## config.mk

```make
export PLATFORM = sky130hd
export DESIGN_NAME = instr_fetch_queue_flat
export DESIGN_NICKNAME = d
export VERILOG_FILES = /design/src/rtl/instr_fetch_queue_if.sv /design/src/rtl/instr_fetch_queue.sv /design/src/flat_wrapper.sv
export SDC_FILE = /design/constraint.sdc
export NUM_CORES = 1
export LEC_CHECK = 0
export ABC_AREA = 1
export ABC_CLOCK_PERIOD_IN_PS = 3100
export BUFFER_PORTS_ARGS = -buffer_cell sky130_fd_sc_hd__buf_4
export CORE_AREA = 2 2 101 103
export CTS_CLUSTER_SIZE = 28
export DETAILED_ROUTE_END_ITERATION = 7
export DIE_AREA = 0 0 103 105
export PLACE_DENSITY = 0.82
export SETUP_SLACK_MARGIN = 0.05
export SLEW_MARGIN = 20
export SYNTH_ARGS = -nofsm -noshare
export SYNTH_HDL_FRONTEND = slang
export SYNTH_SLANG_ARGS = --single-unit
export TNS_END_PERCENT = 5
```

## constraint.sdc

```tcl
create_clock -name clk -period 3.1 [get_ports clk]
set_clock_uncertainty 0.2 [all_clocks]
set_input_delay 0.62 -clock clk [delete_from_list [all_inputs] [get_ports clk]]
set_output_delay 0.62 -clock clk [all_outputs]
set_load 0.02 [all_outputs]
```

## src/rtl/instr_fetch_queue_if.sv

```systemverilog
// Fetch-queue bundle: PC intake, instruction-memory request/response, decode output.
// Latency: none, wires only.
// Backpressure: carries pc_ready, mem_req_ready and instr_ready handshakes.
interface instr_fetch_queue_if #(
    parameter int ADDR_W  = 8,
    parameter int INSTR_W = 16,
    parameter int DEPTH   = 4
);
    // Upstream PC handshake
    logic                     pc_valid;
    logic [ADDR_W-1:0]        pc_in;
    logic                     pc_ready;
    // Instruction memory request / in-order response
    logic                     mem_req_valid;
    logic [ADDR_W-1:0]        mem_addr;
    logic                     mem_req_ready;
    logic                     mem_rsp_valid;
    logic [INSTR_W-1:0]       mem_rsp_data;
    // Branch redirect
    logic                     flush;
    // Decode-side output
    logic                     instr_valid;
    logic [INSTR_W-1:0]       instr_data;
    logic [ADDR_W-1:0]        instr_pc;
    logic                     instr_ready;
    logic [$clog2(DEPTH):0]   occupancy;

    // The fetch queue itself
    modport master (
        input  pc_valid, pc_in, mem_req_ready, mem_rsp_valid, mem_rsp_data,
               flush, instr_ready,
        output pc_ready, mem_req_valid, mem_addr, instr_valid, instr_data,
               instr_pc, occupancy
    );

    // Surrounding PC source, instruction memory and decoder
    modport slave (
        output pc_valid, pc_in, mem_req_ready, mem_rsp_valid, mem_rsp_data,
               flush, instr_ready,
        input  pc_ready, mem_req_valid, mem_addr, instr_valid, instr_data,
               instr_pc, occupancy
    );
endinterface

```

## src/rtl/instr_fetch_queue.sv

```systemverilog
// In-order instruction fetch queue: issues PC reads, pairs responses with PCs, buffers for decode.
// Latency: memory response in cycle N is visible on instr_valid in cycle N+1.
// Backpressure: pc_ready drops once queued + in-flight + discard-pending entries reach DEPTH.
module instr_fetch_queue #(
    parameter int ADDR_W  = 8,
    parameter int INSTR_W = 16,
    parameter int DEPTH   = 4
) (
    input  logic                 clk,
    input  logic                 reset,
    instr_fetch_queue_if.master  bus
);
    localparam int IW = $clog2(DEPTH);
    localparam int PW = IW + 1;
    localparam logic [PW-1:0] ONE = PW'(1);

    // Pointers carry one wrap bit above the ring index
    logic [PW-1:0] alloc_ptr;
    logic [PW-1:0] fill_ptr;
    logic [PW-1:0] head_ptr;
    // Responses still owed by memory for fetches that a flush already threw away
    logic [PW-1:0] discard_cnt;

    logic [PW-1:0] occ;
    logic [PW-1:0] outstanding;
    logic [PW:0]   used;
    logic          credit_ok;
    logic          accept;
    logic          pop;
    logic          rsp_live;
    logic          fill_write;

    // Payload ring, deliberately not reset
    logic [ADDR_W-1:0]  pc_ram   [DEPTH];
    logic [INSTR_W-1:0] data_ram [DEPTH];

    // Occupancy, credit and handshake qualifiers
    always_comb begin
        occ         = alloc_ptr - head_ptr;
        outstanding = alloc_ptr - fill_ptr;
        used        = {1'b0, occ} + {1'b0, discard_cnt};
        credit_ok   = used < (PW+1)'(DEPTH);
        // A response counts as expected if it either retires a discard or fills an entry
        rsp_live    = bus.mem_rsp_valid & ((discard_cnt != '0) | (outstanding != '0));
        fill_write  = bus.mem_rsp_valid & ~bus.flush & ~reset
                    & (discard_cnt == '0) & (outstanding != '0);
    end

    assign bus.mem_req_valid = bus.pc_valid & credit_ok & ~bus.flush & ~reset;
    assign bus.mem_addr      = bus.pc_in;
    assign bus.pc_ready      = bus.mem_req_ready & credit_ok & ~bus.flush & ~reset;
    assign accept            = bus.pc_valid & bus.pc_ready;

    // instr_valid comes from registered pointers only, never straight from mem_rsp
    assign bus.instr_valid   = (head_ptr != fill_ptr) & ~bus.flush & ~reset;
    assign bus.instr_data    = data_ram[head_ptr[IW-1:0]];
    assign bus.instr_pc      = pc_ram[head_ptr[IW-1:0]];
    assign bus.occupancy     = occ;
    assign pop               = bus.instr_valid & bus.instr_ready;

    // Pointer and discard bookkeeping; flush collapses the ring onto alloc_ptr
    always_ff @(posedge clk) begin
        if (reset) begin
            alloc_ptr   <= '0;
            fill_ptr    <= '0;
            head_ptr    <= '0;
            discard_cnt <= '0;
        end else if (bus.flush) begin
            head_ptr    <= alloc_ptr;
            fill_ptr    <= alloc_ptr;
            // Every unfilled fetch becomes a discard, less one if its response lands right now
            discard_cnt <= discard_cnt + outstanding - {{(PW-1){1'b0}}, rsp_live};
        end else begin
            if (accept) begin
                alloc_ptr <= alloc_ptr + ONE;
            end
            if (pop) begin
                head_ptr <= head_ptr + ONE;
            end
            if (bus.mem_rsp_valid && discard_cnt != '0) begin
                discard_cnt <= discard_cnt - ONE;
            end
            if (fill_write) begin
                fill_ptr <= fill_ptr + ONE;
            end
        end
    end

    // Payload writes: PC at request time, instruction word at response time
    always_ff @(posedge clk) begin
        if (accept) begin
            pc_ram[alloc_ptr[IW-1:0]] <= bus.pc_in;
        end
        if (fill_write) begin
            data_ram[fill_ptr[IW-1:0]] <= bus.mem_rsp_data;
        end
    end
endmodule

```

## src/flat_wrapper.sv

```systemverilog
// flat-port wrapper written by rule: the top's interface ports become plain ports
module instr_fetch_queue_flat 
#(
    parameter int ADDR_W  = 8,
    parameter int INSTR_W = 16,
    parameter int DEPTH   = 4
)
  (clk, reset, bus_pc_valid, bus_pc_in, bus_mem_req_ready, bus_mem_rsp_valid, bus_mem_rsp_data, bus_flush, bus_instr_ready, bus_pc_ready, bus_mem_req_valid, bus_mem_addr, bus_instr_valid, bus_instr_data, bus_instr_pc, bus_occupancy);
  instr_fetch_queue_if #(.ADDR_W(ADDR_W), .INSTR_W(INSTR_W), .DEPTH(DEPTH)) bus_i ();
  input  logic clk;
  input  logic reset;
  input wire logic [$bits(bus_i.pc_valid)-1:0] bus_pc_valid;
  input wire logic [$bits(bus_i.pc_in)-1:0] bus_pc_in;
  input wire logic [$bits(bus_i.mem_req_ready)-1:0] bus_mem_req_ready;
  input wire logic [$bits(bus_i.mem_rsp_valid)-1:0] bus_mem_rsp_valid;
  input wire logic [$bits(bus_i.mem_rsp_data)-1:0] bus_mem_rsp_data;
  input wire logic [$bits(bus_i.flush)-1:0] bus_flush;
  input wire logic [$bits(bus_i.instr_ready)-1:0] bus_instr_ready;
  output wire logic [$bits(bus_i.pc_ready)-1:0] bus_pc_ready;
  output wire logic [$bits(bus_i.mem_req_valid)-1:0] bus_mem_req_valid;
  output wire logic [$bits(bus_i.mem_addr)-1:0] bus_mem_addr;
  output wire logic [$bits(bus_i.instr_valid)-1:0] bus_instr_valid;
  output wire logic [$bits(bus_i.instr_data)-1:0] bus_instr_data;
  output wire logic [$bits(bus_i.instr_pc)-1:0] bus_instr_pc;
  output wire logic [$bits(bus_i.occupancy)-1:0] bus_occupancy;
  assign bus_i.pc_valid = bus_pc_valid;
  assign bus_i.pc_in = bus_pc_in;
  assign bus_i.mem_req_ready = bus_mem_req_ready;
  assign bus_i.mem_rsp_valid = bus_mem_rsp_valid;
  assign bus_i.mem_rsp_data = bus_mem_rsp_data;
  assign bus_i.flush = bus_flush;
  assign bus_i.instr_ready = bus_instr_ready;
  assign bus_pc_ready = bus_i.pc_ready;
  assign bus_mem_req_valid = bus_i.mem_req_valid;
  assign bus_mem_addr = bus_i.mem_addr;
  assign bus_instr_valid = bus_i.instr_valid;
  assign bus_instr_data = bus_i.instr_data;
  assign bus_instr_pc = bus_i.instr_pc;
  assign bus_occupancy = bus_i.occupancy;
  instr_fetch_queue #(.ADDR_W(ADDR_W), .INSTR_W(INSTR_W), .DEPTH(DEPTH)) u_core (.clk(clk), .reset(reset), .bus(bus_i));
endmodule
```

## Yosys cells after proc, flatten, opt, wreduce, memory -nomap -nowiden

Memory sizes are Yosys's and may differ from the RTL's. A register that Yosys moved wholly into a read port is not among the register bits.
Index checks and enable logic that the tools add are counted.

| storage, ports and cells | value |
|---|---|
| register bits | 12 |
| RAM bits | 96 |
| bits of input ports | 31 |
| output and inout port bits | 38 |
| word-level logic and storage cells | 57 |
| memories | 2 |

Memory list:

| name | depth | bits a word | rd ports | clocked after Yosys merged registers in | write ports | RTL line | RTL |
|---|---|---|---|---|---|---|---|
| u_core.data_ram | 4 | 16 | 1 | 1 | 1 | instr_fetch_queue.sv:35 | `logic [INSTR_W-1:0] data_ram [DEPTH];` |
| u_core.pc_ram | 4 | 8 | 1 | 1 | 1 | instr_fetch_queue.sv:34 | `logic [ADDR_W-1:0] pc_ram [DEPTH];` |

| operators by class | value |
|---|---|
| add/sub/neg operators | 9 |
| $lt $le $gt $ge | 1 |
| equal/unequal tests | 1 |
| muxes and demuxes | 14 |
| bitwise operators | 18 |
| reductions and logical operators | 8 |

Operator list:

| kind | number |
|---|---|
| 3-bit two-way mux | 6 |
| 1-bit AND | 15 |
| 3-bit by 1-bit adder with 3-bit output, second input constant | 3 |
| 2-bit two-way mux | 4 |
| 2-bit nonzero test | 3 |
| 3-bit nonzero test | 2 |
| 3-bit subtractor | 2 |
| 3-bit by 3-bit adder with 4-bit output | 1 |
| 4-bit by 3-bit less-than comparator with 1-bit output, second input constant | 1 |
| 1-bit two-way mux | 4 |
| 3-bit adder | 1 |
| 3-bit logical NOT | 1 |
| 3-bit != test | 1 |
| 3-bit by 1-bit subtractor with 3-bit output | 1 |
| 3-bit by 1-bit subtractor with 3-bit output, second input constant | 1 |
| 1-bit inverter | 2 |
| 2-bit AND reduction | 1 |
| 1-bit logical AND | 1 |
| 1-bit OR | 1 |

## Longest topological paths before layout

| logic depth | value |
|---|---|
| depth after elaboration | 9 |
| gate-level depth with buffers | 24 |
| depth with buffers taken out | 24 |

## Worst setup path after synthesis

Ideal clock, no wire load.

| timing | value |
|---|---|
| path kind | register to output |
| start | reg u_core.alloc_ptr[0] |
| end | out bus_mem_req_valid |
| data arrival time | 2652 ps |
| required time | 2280 ps |
| slack | -372 ps |
| stages on the path, launching flop included | 11 |
| path buffers | 0 |
| cells stage by stage | dfxtp_1 inv_1 ha_1 inv_1 fa_1 xnor2_1 xor2_1 ha_1 nor3_1 nand2_1 nor3_1 |

| on the way | value |
|---|---|
| word-level cells in the longest chain between the ends | 6 |

Ends and longest elaborated chain:

| element | RTL line | RTL |
|---|---|---|
| start: declaration | instr_fetch_queue.sv:18 | `logic [PW-1:0] alloc_ptr;` |
| start signal: assignment | instr_fetch_queue.sv:75 | `alloc_ptr <= alloc_ptr + ONE;` |
| 3-bit subtractor | instr_fetch_queue.sv:39 | `occ = alloc_ptr - head_ptr;` |
| net bus_occupancy[2] | flat_wrapper.sv:25 | `output wire logic [$bits(bus_i.occupancy)-1:0] bus_occupancy;` |
| 3-bit by 3-bit adder with 4-bit output | instr_fetch_queue.sv:41 | `used = {1'b0, occ} + {1'b0, discard_cnt};` |
| 4-bit by 3-bit less-than comparator with 1-bit output | instr_fetch_queue.sv:42 | `credit_ok = used < (PW+1)'(DEPTH);` |
| 1-bit AND (3 in a row) | instr_fetch_queue.sv:49 | `assign bus.mem_req_valid = bus.pc_valid & credit_ok & ~bus.flush & ~reset;` |
| end: declaration | flat_wrapper.sv:20 | `output wire logic [$bits(bus_i.mem_req_valid)-1:0] bus_mem_req_valid;` |

The timed path passes the listed nets, and every way through them passes these cells.

## Worst setup path after layout

| timing | value |
|---|---|
| start | reg u_core.alloc_ptr[0] |
| end | out bus_mem_req_valid |

| on the way | value |
|---|---|
| word-level cells in the longest chain between the ends | 6 |

Ends and longest elaborated chain:

| element | RTL line |
|---|---|
| 3-bit subtractor | instr_fetch_queue.sv:39 |
| 3-bit by 3-bit adder with 4-bit output | instr_fetch_queue.sv:41 |
| 4-bit by 3-bit less-than comparator with 1-bit output | instr_fetch_queue.sv:42 |
| 1-bit AND (3 in a row) | instr_fetch_queue.sv:49 |

No other way between the ends.

==> results.py <==
metrics = {
    "route": {
        "postRouteAntennaNets": 0,
        "vias_per_cell": 5.269,
        "first_iter_violations": 170,
        "wirelength_mm": 10.02,
        "first_pass_iters": 4,
        "vias": 3383,
        "wl_per_cell_um": 15.61,
        "drc": 0,
    },
    "logic_synthesis": {
        "syn_inst": 435,
        "ys_types": 30,
        "syn_nets": 487,
        "avgSynthCellArea_um2": 11.40,
        "yosysWarnings": 0,
        "ys_seq_elements": 110,
        "synthesis.area_mm2": 0.004960,
        "synth-seq-area-share_pct": 63.77,
    },
    "floorplan": {
        "initial_core_util_pct": 51.45,
        "ios": 69,
        "core_mm2": 0.009639,
        "die_x_um": 103,
        "rows": 36,
        "fp.dieH_um": 105,
        "die_area_mm2": 0.01082,
    },
    "final_layout": {
        "layout_common_cells": "edfxtp_1 (96), buf_4 (83), nor2_1 (59)",
        "seq_area_mm2": 0.003166,
        "area_growth_pct": 19.70,
        "nets": 556,
        "drive_gt1_share_pct": 26.72,
        "fill_cells": 767,
        "final_util_pct": 61.59,
        "diodes": 0,
        "mostFrequentLayoutCell": "edfxtp_1",
        "multi_input_area_mm2": 0.001575,
    },
    "grt": {
        "grt_max_degree": 49,
        "grt.overflow.total": 0,
        "antenna_found_initial": 0,
        "grt_util_all_layers_pct": 19.55,
        "grt_pass1_vias": 3501,
        "grt_pass1_wl_mm": 16.21,
    },
    "clocking": {
        "cts_max_level": 3,
        "clkLatencyLatePin_ns": 0.37,
        "clk_pin_slew_ns": 0.10,
        "cts-root-buf": "clkbuf_8",
        "clockBufferDepth": 2,
        "cts_made_buffers": 9,
        "numClockSinks": 110,
        "cts_tree": "done",
    },
    "pwr": {
        "vdd_drop_max_v": 0.0003025,
        "p_per_area_mw_per_mm2": 555.9,
        "power_uw": 3300,
        "p_leak_uw": 0.002280,
    },
    "status": {
        "violations": "negative setup slack",
        "status": "finished with violations",
    },
    "critical_path": {
        "cp_common_cell": "ha_1",
        "crit_type": "reg -> out",
        "critPathRequiredTime_ns": 2.28,
        "cp_slowest_cell": "fa_2",
        "worstPathArrival_ns": 2.50,
        "path_cells": "inv_2 > ha_1 > inv_1 > fa_2 > xnor2_2 > xor2_2 > ha_1 > nor3_2 > nand2_2 > nor3_4 > buf_6",
        "cp-start-kind": "flip-flop",
        "crit_fanout": 3,
        "endpoint_kind": "primary output",
        "cp_slowest_stage_delay_ns": 0.35,
        "ff2ff_path_depth": 24,
    },
    "placed_design": {
        "port_buffers": 68,
        "gp_congestion": 0.8422,
        "dp_hpwl_mm": 6.785,
    },
    "hold_path": {
        "min_path_cells": 1,
        "hp-class": "in -> reg",
    },
    "timing": {
        "maxSlewHeadroom_pct": 54.61,
        "fmax_mhz": 301.0,
        "final_max_slew_viol_count": 0,
        "final_hold_viol_count": 0,
        "layout_setup_ws_ns": -0.2225,
        "fin_crit_sh_pct": 107.2,
        "setup_viol": 4,
        "period_needed_ns": 3.323,
        "worstMarginPinSlew_ns": 0.6801,
        "rsz0062_at_grt": "true",
    },
    "job": {
        "cap_violations": 0,
    },
}
[sequential cells by signal (all words and copies together), names as in the netlist, named ones only]
signal and flops:
u_core.data_ram 64, u_core.pc_ram 32, u_core.alloc_ptr 3, u_core.discard_cnt 3
u_core.fill_ptr 3, u_core.head_ptr 3
[path summary, 6_finish.rpt]
check	start	endpoint	slack [ns]
worst max-delay path	u_core.alloc_ptr[0]	bus_mem_req_valid	-0.22
worst min-delay path	bus_mem_rsp_data[14]	u_core.data_ram[2][14]	0.24
worst max register to register	u_core.alloc_ptr[0]	u_core.discard_cnt[2]	-0.11
worst min register to register	u_core.discard_cnt[1]	u_core.discard_cnt[1]	0.34
[per-layer routing]
| layer | GRT usage (%) | share of wire, % |
|---|---|---|
| met1 | 23.81 | 41 |
| met2 | 34.00 | 52 |
| met3 | 3.880 | 5.2 |
| met4 | 6.955 | 1.6 |
| met5 | 0 | 0 |
[cell families after synthesis]
family,Yosys count,synth area share [%]
AOI/OAI and AO/OA,94,10.54
buffers and inverters,64,6.433
and+or+nand+nor,138,12.08
DFF,110,63.77
xor gates and xnor gates,8,1.413
adders and majority gates,21,5.752
[synthesized netlist by cell type]
master | number | share of area [%]
inv_2 | 1 | 0.076
nand3_2 | 1 | 0.20
o22ai_1 | 24 | 3.0
inv_1 | 35 | 2.6
xor2_1 | 3 | 0.53
clkbuf_1 | 8 | 0.61
fa_1 | 3 | 1.2
nand2_1 | 47 | 3.6
edfxtp_1 | 96 | 58
a21oi_1 | 10 | 1.0
nand2_2 | 5 | 0.63
nor2_2 | 1 | 0.13
buf_2 | 6 | 0.61
nand2_4 | 3 | 0.68
clkbuf_8 | 2 | 0.56
buf_4 | 9 | 1.4
a21oi_2 | 4 | 0.71
buf_6 | 2 | 0.45
nand3_1 | 13 | 1.3
nor4_4 | 1 | 0.43
a211oi_1 | 1 | 0.15
o21bai_1 | 2 | 0.30
o21ai_0 | 52 | 5.2
dfxtp_1 | 14 | 5.7
nor2_1 | 64 | 4.8
inv_4 | 1 | 0.13
ha_1 | 18 | 4.5
xnor2_1 | 5 | 0.88
nor3_1 | 3 | 0.30
o21ai_1 | 1 | 0.10
[report_power, final]
group | switching [uW] | internal, uW
clock | 479 | 540
sequential | 16.9 | 1630
combinational | 377 | 253
[critical path: cells and delay by family (launching register included)]
kind,cells,cell delay [ns]
xor gates and xnor gates,2,0.36
buffers and inverters,3,0.25
and+or+nand+nor,3,0.38
DFF,1,0.34
adders and majority gates,3,0.80
[final cells by class]
cell class | count | area share, %
Sequential cell | 110 | 53.32
Clock inverter | 7 | 2.002
Tap cell | 133 | 2.803
Multi-Input combinational cell | 261 | 26.53
Inverter | 37 | 2.381
Clock buffer | 9 | 2.086
Timing Repair Buffer | 85 | 10.87
[metrics by stage]
step                      hold slack [ns]  setup WS [ns]  instances  setup TNS [ns]  instance area, um^2
final                              0.2447        -0.2225        642         -0.5559                 5937
after global routing               0.2240        -0.3346        642          -2.346                 5937
after CTS                          0.2290        -0.2478        642         -0.5798                 5937
after detailed placement           0.3356        -0.2192        625         -0.2797                 5659
after global placement             0.3355      -0.001481        625       -0.001481                 5659
after floorplan                    0.2831       -0.03626        435        -0.03626                 5040
[timing repair]
| action | CTS | global route |
|---|---|---|
| resized for setup | 10 | 0 |
| hold buffers | 0 | 0 |
| gates cloned | 0 | 0 |
| buffers inserted | 1 | 0 |
| pin swaps | 6 | 0 |
| setup endpoints to repair | 36 | 36 |
Note: power is estimated with default switching activity, not from simulation.
